## src/rtl/vend_txn_controller.sv

```systemverilog
// vend_txn_controller: coin collection, price check, vend handshake and coin-by-coin change payout
module vend_txn_controller #(
  parameter int unsigned MAX_CREDIT = 200,
  parameter int unsigned TIMEOUT = 1023
) (
  input  logic       clock,
  input  logic       reset,
  input  logic       coin_valid,
  input  logic [1:0] coin_type,
  output logic       coin_ready,
  output logic       coin_reject,
  input  logic       select_valid,
  input  logic [2:0] selection,
  output logic       select_ready,
  input  logic       cancel,
  output logic [7:0] credit,
  output logic       vend_valid,
  output logic [2:0] item,
  input  logic       vend_ack,
  output logic       change_valid,
  output logic [1:0] change_type,
  input  logic       change_ack,
  output logic [1:0] status
);
  localparam int TW = $clog2(TIMEOUT + 1);
  localparam logic [1:0] ST_OK = 2'd0, ST_INSUF = 2'd1, ST_INVAL = 2'd2, ST_TMO = 2'd3;
  typedef enum logic [1:0] {COLLECT, VEND, CHANGE} state_t;
  state_t state_q, state_d;
  logic [7:0] credit_q, credit_d, change_q, change_d, price, pay_val;
  logic [2:0] item_q, item_d;
  logic [1:0] status_q, status_d;
  logic reject_q, reject_d, sel_ok;
  logic [TW-1:0] tmo_q, tmo_d;
  logic [8:0] coin_val, sum;
  assign coin_val = coin_type == 2'd0 ? 9'd5 : coin_type == 2'd1 ? 9'd10 : coin_type == 2'd2 ? 9'd25 : 9'd100;
  assign sum = {1'b0, credit_q} + coin_val;
  assign sel_ok = selection < 3'd6;
  assign price = selection == 3'd0 ? 8'd100 : selection == 3'd1 ? 8'd85 : selection == 3'd2 ? 8'd75 :
                 selection == 3'd3 ? 8'd50 : selection == 3'd4 ? 8'd25 : selection == 3'd5 ? 8'd15 : 8'd0;
  assign change_type = change_q >= 8'd100 ? 2'd3 : change_q >= 8'd25 ? 2'd2 : change_q >= 8'd10 ? 2'd1 : 2'd0;
  assign pay_val = change_type == 2'd3 ? 8'd100 : change_type == 2'd2 ? 8'd25 : change_type == 2'd1 ? 8'd10 : 8'd5;
  assign select_ready = state_q == COLLECT && !cancel;
  assign coin_ready = state_q == COLLECT && !cancel && !select_valid;
  assign vend_valid = state_q == VEND;
  assign change_valid = state_q == CHANGE;
  assign credit = state_q == CHANGE ? change_q : credit_q;
  assign item = item_q;
  assign status = status_q;
  assign coin_reject = reject_q;
  always_ff @(posedge clock)
    if (reset) begin
      state_q  <= COLLECT;
      credit_q <= '0;
      change_q <= '0;
      item_q   <= '0;
      status_q <= ST_OK;
      reject_q <= 1'b0;
      tmo_q    <= '0;
    end else begin
      state_q  <= state_d;
      credit_q <= credit_d;
      change_q <= change_d;
      item_q   <= item_d;
      status_q <= status_d;
      reject_q <= reject_d;
      tmo_q    <= tmo_d;
    end
  always_comb begin
    state_d  = state_q;
    credit_d = credit_q;
    change_d = change_q;
    item_d   = item_q;
    status_d = status_q;
    reject_d = 1'b0;
    tmo_d    = tmo_q;
    case (state_q)
      COLLECT:
        if (cancel) begin
          tmo_d = '0;
          if (credit_q != 8'd0) begin
            change_d = credit_q;
            credit_d = '0;
            state_d  = CHANGE;
          end
        end else if (select_valid) begin
          tmo_d = '0;
          if (!sel_ok) status_d = ST_INVAL;
          else if (credit_q < price) status_d = ST_INSUF;
          else begin
            item_d   = selection;
            change_d = credit_q - price;
            status_d = ST_OK;
            state_d  = VEND;
          end
        end else if (coin_valid) begin
          tmo_d = '0;
          if (sum <= 9'(MAX_CREDIT)) begin
            credit_d = sum[7:0];
            status_d = ST_OK;
          end else reject_d = 1'b1;
        end else if (credit_q == 8'd0) tmo_d = '0;
        else if (tmo_q == TW'(TIMEOUT - 1)) begin
          tmo_d    = '0;
          status_d = ST_TMO;
          change_d = credit_q;
          credit_d = '0;
          state_d  = CHANGE;
        end else tmo_d = tmo_q + 1'b1;
      VEND:
        if (vend_ack) begin
          credit_d = '0;
          state_d  = change_q != 8'd0 ? CHANGE : COLLECT;
        end
      CHANGE:
        if (change_ack) begin
          change_d = change_q - pay_val;
          credit_d = '0;
          state_d  = change_q == pay_val ? COLLECT : CHANGE;
        end
      default: state_d = COLLECT;
    endcase
  end
endmodule
```

## config.mk

```make
export PLATFORM = sky130hd
export DESIGN_NAME = vend_txn_controller
export DESIGN_NICKNAME = d
export VERILOG_FILES = /design/src/rtl/vend_txn_controller.sv
export SDC_FILE = /design/constraint.sdc
export NUM_CORES = 1
export LEC_CHECK = 0
export BUFFER_PORTS_ARGS = -buffer_cell sky130_fd_sc_hd__buf_4
export CORE_MARGIN = 2
export CORE_UTILIZATION = 50
export CTS_CLUSTER_DIAMETER = 100
export DETAILED_ROUTE_END_ITERATION = 8
export PLACE_DENSITY = 0.69
export SLEW_MARGIN = 25
export SYNTH_ARGS = -nofsm -noshare
export SYNTH_HDL_FRONTEND = slang
export SYNTH_SLANG_ARGS = --single-unit
```

## constraint.sdc

```tcl
create_clock -name clock -period 4.98 [get_ports clock]
set_clock_uncertainty 0.2 [all_clocks]
set_input_delay 1.245 -clock clock [delete_from_list [all_inputs] [get_ports clock]]
set_output_delay 1.245 -clock clock [all_outputs]
set_load 0.05 [all_outputs]
```

Word-level counts from Yosys, hierarchy flattened. Index checks and enable logic that the tools add are counted.

Bits of input ports: 12. Register bits: 34.

$add $sub $neg: 4. Bitwise gates (word level): 4. Order comparisons: 6. Mux-type cells: 62. Equality and inequality tests: 28. Reduce and logical (&&, ||, !) cells: 19.

Operators with widths (count): 2-to-1 mux 8 bit (19); 2-to-1 mux 10 bit (5); 2-to-1 mux 7 bit (7); 2-to-1 mux 2 bit (20); one-hot mux 8 bit (3 select lines) (1); AND reduction 8 bit (3); != test 4 bit, second input constant (5); one-hot mux 8 bit (2 select lines) (1); nonzero test 8 bit (2); subtractor 8 x 7 -> 8 bit (2); != test 4 x 3 -> 1 bit, second input constant (3); adder 10 x 1 -> 10 bit, second input constant (1); == test 10 bit, second input constant (1); 2-to-1 mux 5 bit (2); AND reduction 5 bit (2); adder 8 x 7 -> 9 bit (1); less-or-equal comparator 9 x 8 -> 1 bit, second input constant (1); == test 2 bit, second input constant (4); == test 8 x 7 -> 1 bit (1); greater-or-equal comparator 8 x 4 -> 1 bit, second input constant (1); greater-or-equal comparator 8 x 5 -> 1 bit, second input constant (1); greater-or-equal comparator 8 x 7 -> 1 bit, second input constant (1); logical NOT 8 bit (1); < comparator 8 x 7 -> 1 bit (1); 21 further kinds (37).

Depth between registers and ports, before layout. Gate-level depths: netlist (run 1).

Depth after elaboration: 13. Mapped depth: 14. Mapped depth without buffers: 14.

Least setup slack after synthesis (run 1). No wires, ideal clock.

Kind: input to register. From: input port selection[2]. To: register change_q[6]. Required time: 4.652 ns. Stages on the path: 13. Setup slack: 1.097 ns. Path buffers: 2. Arrival time: 3.555 ns. Path through: clkbuf_1 nor2_1 xnor2_1 ha_1 fa_1 nor2b_1 o31ai_1 a211oi_1 o21ai_1 a21oi_2 buf_2 mux2i_1 nor2_1.

Word-level cells in the longest chain between the ends: 13. Elaborated cells between the ends (all ways): 23. Classes of those cells: 1 x add/sub; 2 x order compare; 7 x eq/ne; 11 x mux; 2 x reduce/logical.

Ends and longest elaborated chain: from (decl) (line 13) `input logic [2:0] selection,`; == test 3 bit (line 39) `selection == 3'd3 ? 8'd50 : selection == 3'd4 ? 8'd25 : selection == 3'd5 ? 8'd15 : 8'd0;`; 2-to-1 mux 4 bit (line 39); 2-to-1 mux 5 bit (line 39); 2-to-1 mux 6 bit (line 39); 2-to-1 mux 7 bit (3 in a row) (line 38) `assign price = selection == 3'd0 ? 8'd100 : selection == 3'd1 ? 8'd85 : selection == 3'd2 ? 8'd75 :`; subtractor 8 x 7 -> 8 bit (line 91) `change_d = credit_q - price;`; 2-to-1 mux 8 bit (line 88) `else if (credit_q < price) status_d = ST_INSUF;`; 2-to-1 mux 8 bit (line 87) `if (!sel_ok) status_d = ST_INVAL;`; 2-to-1 mux 8 bit (line 85) `end else if (select_valid) begin`; 2-to-1 mux 8 bit (line 78) `if (cancel) begin`; one-hot mux 8 bit (2 select lines) (line 76) `case (state_q)`; to (signal assigned) (line 62) `change_q <= change_d;`; to (decl) (line 29) `logic [7:0] credit_q, credit_d, change_q, change_d, price, pay_val;`.

Several ways; a longest one is shown, not always the timed one. The select of a mux whose other input is x is not followed. A chain may end at the register's enable or synchronous reset.

Worst setup path in the final report (run 1).
From: input port coin_type[0]. To: register credit_q[3].

Word-level cells in the longest chain between the ends: 10. Elaborated cells between the ends (all ways): 15. Classes of those cells: 1 x add/sub; 1 x order compare; 3 x eq/ne; 8 x mux; 2 x reduce/logical.

Ends and longest elaborated chain: from (decl) (line 9) `input logic [1:0] coin_type,`; == test 2 bit (line 35) `assign coin_val = coin_type == 2'd0 ? 9'd5 : coin_type == 2'd1 ? 9'd10 : coin_type == 2'd2 ? 9'd25 : 9'd100;`; 2-to-1 mux 7 bit (2 in a row) (line 35); 2-to-1 mux 7 bit * (line 35); adder 8 x 7 -> 9 bit * (line 36) `assign sum = {1'b0, credit_q} + coin_val;`; parallel branches: the longest is 5 deep, another holds less-or-equal comparator 9 x 8 -> 1 bit; to (signal assigned) (line 61) `credit_q <= credit_d;`; to (decl) (line 29).

Every way passes the cells marked *. The select of a mux whose other input is x is not followed.

==> metrics.md, run 1 <==
| Metric | Value |
|---|---|
| Synth area leader | `dfxtp_1` |
| CTS sink count | `34` |
| Proportion of layout cells with a drive suffix above 1 | `14.4%` |
| Leakage Power | `1.49 nW` |
| Fillers | `between 500 and 600` |
| Most numerous cell in the Yosys netlist | `nor2_1` |
| Hold Vio Cnt, Final | `0` |
| Hold Crit Depth | `2` |
| CTS max path bufs | `2` |
| Comb pwr share | `52.9%` |
| Placed cells | `492` |
| Reg2reg end | `change_q[6]` |
| Global route overflow | `0` |
| Primary FF master, synth | `dfxtp_1` |
| Critical Path RT | `4990 ps` |
| Vias | `about 2.9k` |
| First-pass GRT wire length | `12.6 mm` |
| CP Max Fanout | `8` |
| Pre-CTS setup slack | `a little under 800 ps` |
| # H-tree levels | `2` |
| Outcome | `completed` |
| Max-slew violations | `0` |
| Initial antenna violation count | `0` |
| WL final | `about 7.5 mm` |
| TNS Setup | `0 ps` |
| P per Cell Area | `about 350 nW/um2` |
| Min-delay worst type | `reg2reg` |
| Crit share post-route | `around four fifths` |
| Syn Std Cell Area | `between 3000 and 4000 um2` |
| Startpoint types | `input pin` |
| Vias in the first global route | `~2.6k` |
| Final worst slack | `roughly 1100 ps` |
| Residual DRC | `0` |
| Ant diodes | `0` |
| Total track usage | `21.9%` |
| Resize count post-CTS | `0` |
| Critical Path, Cell by Cell | `buf_4 -> inv_1 -> ha_1 -> ha_1 -> a211oi_2 -> nor2_1 -> xor2_1 -> a211oi_2 -> nor3b_4 -> a311oi_4 -> mux2i_1` |
| Syn Nets | `around 450` |
| Clk Tree Root Cell | `clkbuf_8` |
| Shortest period the worst path allows | `around 3900 ps` |
| CP Class | `in2reg` |
| Syn Area/Cell | `between 7 and 8 um2` |
| EDFF count, synth | `0` |
| Die X | `around 83 um` |
| Maximum resistive drop on vdd | `between 0.0003 and 0.0004 V` |
| Top Family by Delay on Critical Path | `compound AO/OA/AOI/OAI gates` |
| Total Power | `between 1 and 1.5 mW` |
| Dpl cell area | `3400 um2` |
| Reg2Reg Depth | `14` |
| Number of max-cap violations | `0` |
| Worst Tran Pin Value | `approximately 910 ps` |
| Initial Utilization | `52.3%` |
| Slew HR | `roughly two fifths` |
| CTS Buf Count | `5` |
| Post-synth ARST share | `0%` |
| Layout Utilization | `between 50% and 60%` |
| Vias per inst | `slightly below 6` |
| F_max | `~0.26 GHz` |
| Syn. warnings | `0` |
| Clk network pwr share | `around a fifth` |
| Yosys reg bits | `34` |
| Crit. path cell count | `11` |
| HPWL after DPL | `between 5 and 6 mm` |
| DR WL met2 | `3.62 mm` |
| Row cnt | `28` |
| CTS clk-pin slew, worst paths | `~70 ps` |
| Post-CTS setup buffer count | `0` |
| Num ports | `32` |
| Hold-fix buffers, CTS | `0` |
| Gpl congestion | `~0.86` |
| Internal reg-to-reg setup slack | `roughly 1400 ps` |
| Hold WS | `259 ps` |
| Die area | `roughly 6900 um2` |
| Synthesis-to-finish area growth | `12.0%` |
| P_sw | `~0.5 mW` |
| Crit. End Element | `register` |
| IO buf count | `31` |
| ANT nets after route | `0` |
| Crit path DAT | `around 4000 ps` |
| Nets | `470` |
| Cell variety after synth | `approximately 60` |
| Part of the Yosys area used for sequential elements | `a little over a fifth` |
| Final instance area | `3510 um2` |
| Leading post-synthesis cells by cell area | `dfxtp_1 (22%), ha_1 (12%), mux2i_1 (5.4%), nor2_1 (5.1%), o21ai_0 (4.8%)` |
| Non-Filler Instances | `approximately 500` |
| P_int | `around 0.7 mW` |
| TritonCTS clock tree | `done` |
| Sw Ratio | `between 40% and 50%` |
| Die Span Y | `approximately 83 um` |
| Drt wl/cell | `between 15 and 20 um` |
| Reg power frac | `a little over a quarter` |
| Bufs and invs on worst path | `2` |
| Worst Hold Endpoint | `item[1]` |
| Area of the core | `5990 um2` |
| Met1 Wirelength | `between 3 and 4 mm` |
| Top routing layer in use | `met4` |
| Syn Inst Count | `roughly 400` |
| DRT iter0 DRCs | `between 200 and 250` |
| Final setup viols | `0` |
| Routed length on met3 | `~370 um` |
| Delay of the slowest critical-path stage | `~600 ps` |
| RSZ-0062 raised after global routing | `no` |
| Worst skew pair latency | `approximately 290 ps` |
| Hold Startpoint | `item[1]` |
| CP max stage cell | `a311oi_4` |
| Largest net degree at the start of global routing | `27` |
| Top-area cell type share of the netlist area | `roughly 22%` |
| Synth cell count leaders | `nor2_1 (43), dfxtp_1 (34), nand2_1 (34)` |
| Reg-to-reg startpoint | `change_q[2]` |
| DRT Pass-1 Iters | `4` |
==> flip-flops by register name, indices dropped and copies added, names as in the netlist <==
signal and count:
change_q 8, coin_reject 1, credit_q 8, item 3, state_q 2, status 2
tmo_q 10
==> worst reg2reg max path: stages (launching register included) <==
cell and delay, ps:
dfxtp_1 380, or3_1 410, a31o_2 290, o21bai_1 220, and2_1 190, ha_1 290, inv_1 40, ha_1 320
a21o_1 190, a21oi_1 210, o21ai_0 160, xnor2_1 240, a32oi_1 100, mux2i_1 180, nor2_1 50
==> cell usage in the layout (no fill, tap or decap), types with 4 or more instances in the layout <==
cell	Yosys	layout
inv_1	27	27
mux2i_1	17	17
xnor2_1	10	10
nor3_1	6	6
o21ai_0	30	30
nand2_1	34	34
a31oi_1	4	4
buf_4	0	31
nor2_1	43	43
or3_1	6	6
nor4_1	4	4
a211oi_2	4	4
a21oi_1	28	28
dfxtp_1	34	34
ha_1	31	31
a21o_1	6	6
clkbuf_8	0	6
nand2b_1	6	6
mux2_2	6	6
o21a_1	5	5
and2_1	4	4
nand3_1	4	4
a211oi_1	11	11
xor2_1	4	4
nor2b_1	7	7
==> kinds of logic after synthesis <==
family                   synth area share (%)
AND/OR/NAND/NOR                          21.3
AO/OA/AOI/OAI                            25.8
buffers and inverters                    5.39
multiplexers                             7.58
flip-flops                               21.7
adder cells (fa/ha/maj)                  14.3
XOR/XNOR                                 3.91
==> per-layer routing <==
| metal | global-route usage (%) | vias to the layer above |
|---|---|---|
| met2 | 36.1 | 64 |
| met1 | 29.8 | 1361 |
| met3 | 3.78 | 9 |
| li1 | - | 1495 |
| met5 | 0 | - |
| met4 | 5.37 | 0 |
==> power groups by stage <==
stage,Clock (mW),Sequential (mW),Combinational (mW)
detailed placement,0,0.328,0.644
global placement,0,0.327,0.640
floorplan,0,0.327,0.506
global route,0.276,0.327,0.723
finish,0.257,0.322,0.651
CTS,0.262,0.322,0.651
==> final cells by class <==
class | instances | area, um2 | share of cell area [%]
Timing Repair Buffer | 31 | 233 | 6.63
Multi-Input combinational cell | 324 | 2280 | 65.1
Tap cell | 75 | 93.8 | 2.67
Inverter | 28 | 105 | 2.99
Clock buffer | 6 | 82.6 | 2.35
Clock inverter | 1 | 30.0 | 0.856
Sequential cell | 34 | 681 | 19.4
==> worst max-delay path by stage <==
stage / startpoint / endpoint / slack (ps)
after floorplan: selection[2] / change_q[6] / 1100
after global placement: coin_type[0] / credit_q[0] / 840
after detailed placement: coin_type[0] / credit_q[3] / 780
after CTS: coin_type[0] / credit_q[3] / 1070
after global routing: coin_type[0] / credit_q[5] / 890
final: coin_type[0] / credit_q[3] / 1080
No activity file was read; power rests on OpenSTA's default activity.
==> inputs of run 2 (changes only) <==
--- a/config.mk
+++ b/config.mk
@@ -10,7 +10,7 @@
 export CORE_UTILIZATION = 50
 export CTS_CLUSTER_DIAMETER = 100
 export DETAILED_ROUTE_END_ITERATION = 8
-export PLACE_DENSITY = 0.69
+export PLACE_DENSITY = 0.72
 export SLEW_MARGIN = 25
 export SYNTH_ARGS = -nofsm -noshare
 export SYNTH_HDL_FRONTEND = slang
==> constraint.sdc (replaced) <==
create_clock -name clock -period 3.48 [get_ports clock]
set_clock_uncertainty 0.2 [all_clocks]
set_input_delay 0.87 -clock clock [delete_from_list [all_inputs] [get_ports clock]]
set_output_delay 0.87 -clock clock [all_outputs]
set_load 0.05 [all_outputs]
==> run 2 against run 1 <==
- critical endpoint is now change_q[5]
- first-iteration DRC count shrank 35%
- critical path type is now reg2reg
- design area grew 6.7%
- combinational power grew 61%
- critical path depth grew 3
- highest routed layer unchanged
- clock power grew 77%
- largest cell class unchanged
- largest power group unchanged
- clock-buffer cell count is the same
==> metrics.md, run 2 (synthesized netlist as in run 1, its figures left out) <==
| Metric | Value |
|---|---|
| Nets | `494 (+5.1%)` |
| Biggest regs | `tmo_q (10), change_q (8), credit_q (8)` |
| # H-tree levels | `2 (unchanged)` |
| Slew HR | `36.0% (-2.8 points)` |
| DRT iter0 DRCs | `156 (-35%)` |
| P_int | `1.18 mW (+65%)` |
| Hold Vio Cnt, Final | `0 (unchanged)` |
| Global route overflow | `0 (unchanged)` |
| Commonest non-fill, non-tap cell in the layout | `buf_4` |
| Dpl cell area | `3590 um2 (+5.7%)` |
| Final setup viols | `0 (unchanged)` |
| Final worst slack | `179 ps (-904 ps)` |
| Leakage Power | `1.63 nW (+9.6%)` |
| Reg power frac | `22.8% (-3.4 points)` |
| Crit path DAT | `3280 ps (-630 ps)` |
| CTS Buf Count | `5 (unchanged)` |
| Startpoint types | `register` |
| CP Max Fanout | `4 (-4)` |
| TNS Setup | `0 ps (unchanged)` |
| Sw Ratio | `39.7% (-2.1 points)` |
| Die X | `83.2 um (unchanged)` |
| Ant diodes | `0 (unchanged)` |
| Min-delay worst type | `reg2reg` |
| Num ports | `32 (unchanged)` |
| Die area | `6920 um2 (unchanged)` |
| CTS max path bufs | `2 (unchanged)` |
| Fillers | `555 (-4.0%)` |
| Post-CTS setup buffer count | `0 (unchanged)` |
| Drt wl/cell | `15.1 um (+0.20%)` |
| CP max stage cell | `or3_1` |
| Outcome | `completed` |
| CTS sink count | `34 (unchanged)` |
| Proportion of layout cells with a drive suffix above 1 | `19.8% (+5.4 points)` |
| CP Class | `reg2reg` |
| WL final | `7.90 mm (+5.2%)` |
| Vias in the first global route | `2,976 (+15%)` |
| Max reg flops | `10 (unchanged)` |
| F_max | `roughly 0.30 GHz` |
| Area of the core | `5990 um2 (unchanged)` |
| Die Span Y | `83.2 um (unchanged)` |
| Delay of the slowest critical-path stage | `410 ps (-190 ps)` |
| ANT nets after route | `0 (unchanged)` |
| Worst Tran Pin Value | `959 ps (+49.5 ps)` |
| Gpl congestion | `0.931 (+8.0%)` |
| IO buf count | `31 (unchanged)` |
| Clk network pwr share | `23.3% (+2.4 points)` |
| Clk Tree Root Cell | `clkbuf_8` |
| Hold-fix buffers, CTS | `0 (unchanged)` |
| Commonest non-fill, non-tap cells in the layout | `buf_4 (54), nor2_1 (43), nand2_1 (34), dfxtp_1 (34), ha_1 (31)` |
| Critical Path RT | `3460 ps (-1530 ps)` |
| Final instance area | `3750 um2 (+6.7%)` |
| Largest net degree at the start of global routing | `27 (unchanged)` |
| Initial Utilization | `52.3% (unchanged)` |
| Resize count post-CTS | `0 (unchanged)` |
| Biggest register | `tmo_q` |
| Hold WS | `269 ps (+9.43 ps)` |
| Crit. End Element | `register` |
| P_sw | `0.777 mW (+51%)` |
| DRT Pass-1 Iters | `4 (unchanged)` |
| Comb pwr share | `53.9% (+1.0 points)` |
| TritonCTS clock tree | `done` |
| First-pass GRT wire length | `13.7 mm (+8.6%)` |
| Residual DRC | `0 (unchanged)` |
| Critical Path, Cell by Cell | `or3_1 -> a31o_2 -> o21bai_1 -> and2_1 -> ha_1 -> inv_1 -> ha_1 -> buf_4 -> o21ai_0 -> a21o_1 -> nor2b_1 -> xnor2_1 -> o2111ai_1 -> o21ai_0` |
| Synthesis-to-finish area growth | `19.5%` |
| Number of max-cap violations | `0 (unchanged)` |
| RSZ-0062 raised after global routing | `no` |
| Shortest period the worst path allows | `3300 ps` |
| Maximum resistive drop on vdd | `0.000290 V (-3.6%)` |
| Max-slew violations | `0 (unchanged)` |
| Worst skew pair latency | `290 ps (about the same)` |
| Vias | `3,017 (+3.0%)` |
| CTS clk-pin slew, worst paths | `70 ps (about the same)` |
| P per Cell Area | `522 nW/um2 (+49%)` |
| Total Power | `1.95 mW (+59%)` |
| Crit share post-route | `roughly 95%` |
| Total track usage | `23.7% (+1.8 points)` |
| Pre-CTS setup slack | `-120 ps (-900 ps)` |
| Vias per inst | `5.76 (-1.9%)` |
| Initial antenna violation count | `0 (unchanged)` |
| Row cnt | `28 (unchanged)` |
| HPWL after DPL | `6.28 mm (+5.5%)` |
[run 2: cell types whose count changed in the layout (fill, tap and decap cells not counted), sizes merged]
cell,previous run,this run
bufinv,1,2
buf,31,55
[run 2: layout make-up]
class | instances | area, um2 | share of cell area [%]
Clock buffer | 6 | 82.6 | 2.20
Clock inverter | 2 | 60.1 | 1.60
Inverter | 28 | 105 | 2.81
Multi-Input combinational cell | 324 | 2300 | 61.4
Sequential cell | 34 | 681 | 18.2
Tap cell | 75 | 93.8 | 2.51
Timing Repair Buffer | 55 | 425 | 11.4
[run 2: worst max-delay path, delay by kind of cell, from the launching register on]
family | cells | cell delay [ps]
compound gates | 6 | 1030
xor+xnor | 1 | 130
fa+ha+maj | 2 | 590
buf+inv | 2 | 180
flops | 1 | 350
simple gates | 3 | 710
[run 2: per-layer routing]
layer | routed length, um | global-route usage (%) | vias up
li1 | - | - | 1547
met1 | 3750 | 32.1 | 1386
met2 | 3640 | 38.9 | 72
met3 | 373 | 3.88 | 12
met4 | 133 | 7.15 | 0
met5 | 0 | 0 | -
[run 2: power groups by stage]
| stage | sequential [mW] | clock [mW] | combinational (mW) |
|---|---|---|---|
| after floorplan | 0.468 | 0 | 0.724 |
| after global placement | 0.452 | 0 | 1.01 |
| after detailed placement | 0.453 | 0 | 1.02 |
| after CTS | 0.445 | 0.465 | 1.03 |
| after global routing | 0.450 | 0.479 | 1.16 |
| final | 0.446 | 0.456 | 1.05 |
[run 2: worst paths after layout]
path                                   from  cells after the start     endpoint  slack (ps)
worst max-delay path            change_q[2]                     14  change_q[5]         180
worst min-delay path              status[0]                      2    status[0]         270
worst max register to register  change_q[2]                     14  change_q[5]         180
worst min register to register    status[0]                      2    status[0]         270
[run 2: through the flow]
stage,instances,util (%)
3_3_place_gp,516,59.9
2_1_floorplan,402,-
4_1_cts,524,62.3
6_report,524,62.5
3_5_place_dp,516,59.9
5_1_grt,524,62.5
